--- src/rtl/adder_arbiter.sv ---
// Round-robin front end for one shared registered adder: grants a requester,
// issues a one-cycle add, returns the sum with a one-cycle Ack.
module adder_arbiter #(
  parameter int unsigned N_REQ = 4,
  parameter int unsigned WIDTH = 4,
  parameter int unsigned ID_W  = 2
) (
  input  logic                   Clk,
  input  logic                   Rst,
  input  logic [N_REQ-1:0]       Req,
  input  logic [N_REQ*WIDTH-1:0] ReqA,
  input  logic [N_REQ*WIDTH-1:0] ReqB,
  output logic [N_REQ-1:0]       Ack,
  output logic [WIDTH-1:0]       Result,
  output logic                   ResultOvf,
  output logic [ID_W-1:0]        GntId,
  output logic                   Busy,
  output logic [WIDTH-1:0]       AddA,
  output logic [WIDTH-1:0]       AddB,
  output logic                   AddEn,
  input  logic [WIDTH-1:0]       AddSum,
  input  logic                   AddOverflow,
  output logic [7:0]             OvfCount
);

  localparam int unsigned CNT_W = 8;

  typedef enum logic [1:0] {
    S_IDLE  = 2'd0,
    S_ISSUE = 2'd1,
    S_WAIT  = 2'd2,
    S_RESP  = 2'd3
  } state_t;

  state_t           state_q;
  state_t           state_d;
  logic [ID_W-1:0]  ptr_q;
  logic [ID_W-1:0]  ptr_d;
  logic [ID_W-1:0]  winner;
  logic             found;
  int unsigned      idx;

  logic [N_REQ-1:0] ack_d;
  logic [WIDTH-1:0] result_d;
  logic             result_ovf_d;
  logic [ID_W-1:0]  gnt_id_d;
  logic             busy_d;
  logic [WIDTH-1:0] add_a_d;
  logic [WIDTH-1:0] add_b_d;
  logic             add_en_d;
  logic [CNT_W-1:0] ovf_count_d;

  // First requesting index at or after the round-robin pointer
  always_comb begin
    winner = '0;
    found  = 1'b0;
    idx    = 0;
    for (int unsigned k = 0; k < N_REQ; k++) begin
      idx = (32'(ptr_q) + k) % N_REQ;
      if (!found && Req[idx]) begin
        found  = 1'b1;
        winner = ID_W'(idx);
      end
    end
  end

  always_ff @(posedge Clk) begin
    if (Rst) state_q <= S_IDLE;
    else     state_q <= state_d;
  end

  always_comb begin
    state_d = state_q;
    case (state_q)
      S_IDLE:  if (found) state_d = S_ISSUE;
      S_ISSUE: state_d = S_WAIT;
      S_WAIT:  state_d = S_RESP;
      S_RESP:  state_d = S_IDLE;
      default: state_d = S_IDLE;
    endcase
  end

  // Next values of the registered outputs, one cycle ahead of the state they belong to
  always_comb begin
    ack_d        = '0;
    result_d     = Result;
    result_ovf_d = ResultOvf;
    gnt_id_d     = GntId;
    busy_d       = (state_d != S_IDLE);
    add_a_d      = AddA;
    add_b_d      = AddB;
    add_en_d     = 1'b0;
    ovf_count_d  = OvfCount;
    ptr_d        = ptr_q;
    case (state_q)
      S_IDLE: begin
        if (found) begin
          add_a_d  = ReqA[32'(winner) * WIDTH +: WIDTH];
          add_b_d  = ReqB[32'(winner) * WIDTH +: WIDTH];
          gnt_id_d = winner;
          add_en_d = 1'b1;
        end
      end
      S_ISSUE: ;
      S_WAIT: begin
        result_d     = AddSum;
        result_ovf_d = AddOverflow;
        if (AddOverflow && (OvfCount != {CNT_W{1'b1}}))
          ovf_count_d = OvfCount + CNT_W'(1);
        ack_d[GntId] = 1'b1;
      end
      S_RESP: begin
        if (32'(GntId) == N_REQ - 1) ptr_d = '0;
        else                         ptr_d = GntId + ID_W'(1);
      end
      default: ;
    endcase
  end

  always_ff @(posedge Clk) begin
    if (Rst) begin
      ptr_q     <= '0;
      Ack       <= '0;
      Result    <= '0;
      ResultOvf <= 1'b0;
      GntId     <= '0;
      Busy      <= 1'b0;
      AddA      <= '0;
      AddB      <= '0;
      AddEn     <= 1'b0;
      OvfCount  <= '0;
    end else begin
      ptr_q     <= ptr_d;
      Ack       <= ack_d;
      Result    <= result_d;
      ResultOvf <= result_ovf_d;
      GntId     <= gnt_id_d;
      Busy      <= busy_d;
      AddA      <= add_a_d;
      AddB      <= add_b_d;
      AddEn     <= add_en_d;
      OvfCount  <= ovf_count_d;
    end
  end

endmodule

--- config.mk ---
export PLATFORM = sky130hd
export DESIGN_NAME = adder_arbiter
export DESIGN_NICKNAME = d
export VERILOG_FILES = /design/src/rtl/adder_arbiter.sv
export SDC_FILE = /design/constraint.sdc
export NUM_CORES = 1
export LEC_CHECK = 0
export ABC_CLOCK_PERIOD_IN_PS = 3760
export CAP_MARGIN = 5
export CORE_ASPECT_RATIO = 0.75
export CORE_MARGIN = 2
export CORE_UTILIZATION = 35
export CTS_BUF_LIST = sky130_fd_sc_hd__clkbuf_4 sky130_fd_sc_hd__clkbuf_8 sky130_fd_sc_hd__clkbuf_16
export CTS_CLUSTER_SIZE = 10
export DETAILED_ROUTE_END_ITERATION = 8
export PLACE_DENSITY = 0.71
export SLEW_MARGIN = 20
export SYNTH_ARGS = -nofsm -noshare
export SYNTH_HDL_FRONTEND = slang
export SYNTH_SLANG_ARGS = --single-unit
--- constraint.sdc ---
create_clock -name Clk -period 3.76 [get_ports Clk]
set_clock_uncertainty 0.2 [all_clocks]
set_input_delay 0.752 -clock Clk [delete_from_list [all_inputs] [get_ports Clk]]
set_output_delay 0.752 -clock Clk [all_outputs]
set_load 0.005 [all_outputs]
==> results.json, run 1 <==
{
  "hold_path.class": "reg2reg",
  "yosysWarnings": 0,
  "antenna_found_initial": 0,
  "synth_fp_nets": 211,
  "hold_depth": 2,
  "slew_headroom": 0.6121,
  "cpMostUsedCell": "mux2i_1",
  "gp_congestion": 0.7889,
  "cts_setup_buffers": 0,
  "min-delay-start": "AddA[2]$_SDFFE_PP0P_",
  "htree_levels": 2,
  "ios": 72,
  "drt-pass1-iter-count": 4,
  "ctsRootBufferMaster": "clkbuf_8",
  "die_h_um": 62.15,
  "path_clk_slew_ns": 0.06,
  "endpoint_kind": "register",
  "ys_seq_area_frac": 0.4187,
  "area_growth_pct": 53.05,
  "netlist_area_mm2": 0.001578,
  "final_max_slew_viol_count": 0,
  "rsz0062_at_grt": "false",
  "grt_first_pass_wirelength_um": 5885,
  "crit_fanout": 16,
  "fin_area_mm2": 0.002415,
  "synth.distinct_cells": 36,
  "start_util": 0.3596,
  "arrival_ns": 2.44,
  "dp_hpwl_um": 2725,
  "cts_sinks": 33,
  "cts_buffer_depth": 2,
  "reg2reg_slack_ns": 1.79,
  "grt_pass1_vias": 1300,
  "cts_resized": 0,
  "cp_slowest_cell": "clkdlybuf4s50_1",
  "cts_made_buffers": 5,
  "hold_viol": 0,
  "diodes": 0,
  "setup_viol": 0,
  "crit_path_max_incr_delay_ns": 0.49,
  "final_nets": 285,
  "synthCells": 160,
  "worstPathRequired_ns": 3.71,
  "vias_per_cell": 4.685,
  "startpoint_type": "primary input",
  "grt_max_degree": 17,
  "status": "finished, final reports clean",
  "pre_cts_slack_ns": 0.9805,
  "fmax_mhz": 402.5,
  "setup_slack_ns": 1.276,
  "row_count": 21,
  "p_leak_nw": 0.9111,
  "drive_above_1_share": 0.07234,
  "peakVddDrop_mv": 0.2565,
  "ys_ff_latch": 33,
  "overflow": 0,
  "crit_chain": "clkdlybuf4s50_1 -> mux2i_1 -> o22ai_2 -> nor2_4 -> mux2i_1 -> o221ai_1",
  "wl_per_cell_um": 12.45,
  "timing_worst_setup_path_type": "in2reg",
  "r2r_end": "AddB[3]$_SDFFE_PP0P_",
  "cap_violations": 0,
  "r2r-start": "ptr_q[1]$_SDFFE_PP0N_",
  "die-area_mm2": 0.005066,
  "coreArea_mm2": 0.004388,
  "port_buffers": 71,
  "mostFrequentLayoutCells": "71 x clkdlybuf4s50_1, 33 x dfxtp_1, 25 x mux2i_1",
  "routed-via-count": 1368,
  "whs_endpoint": "AddA[2]$_SDFFE_PP0P_",
  "reg2regPathDepth": 5,
  "dpl_cell_area_mm2": 0.002323,
  "die_w_um": 81.53,
  "path_buf_inv": 1,
  "drcViolationCount": 0,
  "track_usage": 0.1531,
  "ant_nets": 0,
  "tns_ns": 0,
  "path_delay_family": "buffers and inverters",
  "cts_hold_buf": 0,
  "cts_tree": "yes",
  "power_density_mw_per_mm2": 439.6,
  "finalCritPeriodShare": 0.6607,
  "clock_latency_ns": 0.28,
  "syn_area_per_cell_um2": 9.861,
  "wl_um": 3634,
  "tightest_slew_ns": 0.5805,
  "fin_crit_ns": 2.484,
  "mostFrequentLayoutCell": "clkdlybuf4s50_1",
  "dr.first_iter.drc_count": 40
}
[per-stage QoR]
step | power, mW | instances | hold WS, ns | utilization
after CTS | 1.077 | 292 | 0.2732 | 0.5503
after detailed placement | 0.7992 | 284 | 0.2454 | 0.5295
after global routing | 1.133 | 292 | 0.3040 | 0.5503
final | 1.062 | 292 | 0.2707 | 0.5503
after floorplan | 0.6322 | 160 | 0.2569 | -
after global placement | 0.7965 | 284 | 0.2455 | 0.5295
[layer usage]
| layer | part of all wire | GRT usage |
|---|---|---|
| met4 | 0.0099 | 0.06356 |
| met2 | 0.43 | 0.2203 |
| met5 | 0 | 0 |
| met3 | 0.081 | 0.06977 |
| met1 | 0.47 | 0.1964 |
[flip-flops by register name (all words and copies together), names as in the netlist]
signal / cells
OvfCount: 8
Ack: 4
AddA: 4
AddB: 4
Result: 4
GntId: 2
ptr_q: 2
state_q: 2
AddEn: 1
Busy: 1
ResultOvf: 1
[tightest hold or removal path: stages, from the launching register on]
cell,delay (ns)
dfxtp_1,0.33
nand2_1,0.05
o221ai_1,0.06
[cells by family after synthesis]
group,Yosys count,synth area share
AOI/OAI and AO/OA,21,0.09993
xor gates and xnor gates,6,0.03331
adders and majority gates,8,0.06344
buffers and inverters,10,0.03964
DFF,33,0.4187
muxes,25,0.1586
and+or+nand+nor,57,0.1864
[report_power, final]
part	internal (mW)	switching (mW)
sequential	0.408	0.0346
clock	0.153	0.120
combinational	0.202	0.144
total	0.763	0.299
[cell usage after synthesis (all sizes together)]
library cell  instances  share of area
xor2                  5          0.028
a21oi                 8          0.028
nor2                 21          0.056
inv                   5          0.012
o221ai                8          0.044
dfxtp                33           0.42
or2                   1         0.0040
a31oi                 1         0.0040
nand3                 3         0.0095
buf                   4          0.025
o22ai                 1         0.0079
ha                    8          0.063
nand4                 3          0.012
nor2b                 2         0.0079
clkbuf                1         0.0024
a2bb2oi               1         0.0056
or4                   1         0.0071
and2                  4          0.016
nand2                14          0.040
nor3                  2         0.0063
nand3b                1         0.0048
and4                  1         0.0056
xnor2                 1         0.0056
a211oi                1         0.0048
a41oi                 1         0.0056
nand2b                4          0.017
mux2i                25           0.16
[layout make-up]
class	instances	area [µm²]
fillers	408	1973
multi-input cells	117	854.6
repair buffers	72	718.2
flip-flops and latches	33	660.6
clock buffers	8	91.34
well taps	57	71.32
inverters	5	18.77
[worst max path at each step]
stage	from	slack, ns	depth (start not counted)	to
2_1_floorplan	Req[1]	1.69	6	AddA[0]$_SDFFE_PP0P_
3_3_place_gp	Req[2]	1.02	6	AddA[2]$_SDFFE_PP0P_
3_5_place_dp	Req[2]	0.98	6	AddB[3]$_SDFFE_PP0P_
4_1_cts	Req[2]	1.27	6	AddA[2]$_SDFFE_PP0P_
5_1_grt	Req[2]	1.14	6	AddA[1]$_SDFFE_PP0P_
6_report	Req[2]	1.28	6	AddB[3]$_SDFFE_PP0P_
No activity file was read; power rests on OpenSTA's default activity.
==> run 2: changes to the inputs <==
- ABC_CLOCK_PERIOD_IN_PS: 3760 -> 2400
- clock period: 3.76 -> 2.4 ns (I/O delays scaled with it)
==> results.json, run 2 (synthesis gave the netlist of run 1 again) <==
{
  "fin_area_mm2": 0.002456,
  "clock_latency_ns": 0.28,
  "cts_setup_buffers": 0,
  "dpl_cell_area_mm2": 0.002366,
  "drt-pass1-iter-count": 4,
  "p_leak_nw": 0.9330,
  "final_nets": 289,
  "port_buffers": 71,
  "whs_endpoint": "AddA[1]$_SDFFE_PP0P_",
  "cts_hold_buf": 0,
  "slew_headroom": 0.7495,
  "regMostFlops": "OvfCount",
  "rsz0062_at_grt": "false",
  "path_clk_slew_ns": 0.06,
  "crit_path_max_incr_delay_ns": 0.58,
  "start_util": 0.3596,
  "track_usage": 0.1571,
  "tightest_slew_ns": 0.3746,
  "startpoint_type": "primary input",
  "status": "finished, final reports clean",
  "peakVddDrop_mv": 0.4470,
  "fmax_mhz": 479.3,
  "ios": 72,
  "mostFrequentLayoutCells": "71 x clkdlybuf4s50_1, 33 x dfxtp_1, 25 x mux2i_1",
  "cap_violations": 0,
  "final_max_slew_viol_count": 0,
  "cts_made_buffers": 5,
  "tns_ns": 0,
  "die_w_um": 81.53,
  "wl_per_cell_um": 12.73,
  "dp_hpwl_um": 2846,
  "hold_path.class": "reg2reg",
  "hold_depth": 2,
  "crit_fanout": 8,
  "area_growth_pct": 55.67,
  "coreArea_mm2": 0.004388,
  "reg2regPathDepth": 6,
  "arrival_ns": 2.04,
  "cts_resized": 0,
  "hold_viol": 0,
  "ant_nets": 0,
  "cts_buffer_depth": 2,
  "pre_cts_slack_ns": 0.03374,
  "finalCritPeriodShare": 0.8694,
  "total_power_mw": 1.687,
  "row_count": 21,
  "r2r_end": "AddA[0]$_SDFFE_PP0P_",
  "drive_above_1_share": 0.08403,
  "wl_um": 3756,
  "setup_viol": 0,
  "cts_tree": "yes",
  "mostFrequentLayoutCell": "clkdlybuf4s50_1",
  "vias_per_cell": 4.746,
  "path_buf_inv": 1,
  "grt_first_pass_wirelength_um": 6092,
  "fillers": 408,
  "setup_slack_ns": 0.3135,
  "r2r-start": "ptr_q[1]$_SDFFE_PP0N_",
  "overflow": 0,
  "antenna_found_initial": 0,
  "htree_levels": 2,
  "cts_sinks": 33,
  "timing_worst_setup_path_type": "in2reg",
  "grt_pass1_vias": 1330,
  "drcViolationCount": 0,
  "endpoint_kind": "register",
  "grt_max_degree": 17,
  "min-delay-start": "AddA[1]$_SDFFE_PP0P_",
  "diodes": 0,
  "dr.first_iter.drc_count": 39,
  "path_delay_family": "simple AND/OR/NAND/NOR gates",
  "die_h_um": 62.15,
  "die-area_mm2": 0.005066,
  "critPathLaunch": "Req[0]",
  "largest_reg_flops": 8,
  "cp_slowest_cell": "or4_4",
  "reg2reg_slack_ns": 0.62,
  "fin_crit_ns": 2.087,
  "gp_congestion": 0.7199,
  "ctsRootBufferMaster": "clkbuf_8",
  "power_density_mw_per_mm2": 686.7,
  "worstPathRequired_ns": 2.35,
  "crit_chain": "clkdlybuf4s50_1 -> or4_4 -> nand2_4 -> nor2_2 -> nand2b_2 -> o221ai_1",
  "routed-via-count": 1400
}
run 2: cell count changes in the layout (fill, tap and decap cells not counted):
| cell | delta |
|---|---|
| clkbuf_4 | -2 |
| buf_4 | +3 |
| clkbuf_8 | +1 |
| buf_12 | +1 |
run 2: final cells by class:
class                           count  area (µm²)  area share
Clock buffer                        7       90.09     0.03668
Inverter                            5       18.77    0.007641
Sequential cell                    33       660.6      0.2690
Tap cell                           57       71.32     0.02904
Multi-Input combinational cell    117       854.6      0.3479
Timing Repair Buffer               76       760.7      0.3097
run 2: worst reg2reg max path: cells and delay by family, from the launching register on:
family | cells | cell delay, ns
mux | 2 | 0.48
flops | 1 | 0.42
simple gates | 1 | 0.12
buf+inv | 1 | 0.17
compound gates | 2 | 0.27
run 2: metal layers:
metal	vias to the layer above	wire, µm	track usage
li1	717	-	-
met1	639	1905	0.2117
met2	37	1550	0.2234
met3	7	256	0.05523
met4	0	44	0.06992
met5	-	0	0
run 2: stage by stage:
stage	cells	hold slack [ns]	utilization
global placement	288	0.2458	0.5392
CTS	295	0.2695	0.5597
detailed placement	288	0.2511	0.5392
floorplan	160	0.2569	-
global route	295	0.2771	0.5597
finish	295	0.2688	0.5597
run 2: worst max path at each step:
stage / endpoint / slack (ns) / depth (start not counted)
3_5_place_dp: AddB[0]$_SDFFE_PP0P_ / 0.03 / 6
6_report: AddB[0]$_SDFFE_PP0P_ / 0.31 / 6
5_1_grt: AddB[0]$_SDFFE_PP0P_ / 0.25 / 6
3_3_place_gp: AddB[1]$_SDFFE_PP0P_ / 0.04 / 7
4_1_cts: AddB[0]$_SDFFE_PP0P_ / 0.33 / 6
2_1_floorplan: AddA[0]$_SDFFE_PP0P_ / 0.61 / 6
run 2: report_power, final:
part | switching, mW | internal [mW]
Combinational | 0.230 | 0.331
Sequential | 0.0550 | 0.639
Clock | 0.193 | 0.239
==> run 3: changes to the inputs <==
- SKIP_CTS_REPAIR_TIMING: unset -> 1
==> results of run 3 <==
No change in the layout: final DEF, timing and power equal those of run 2.
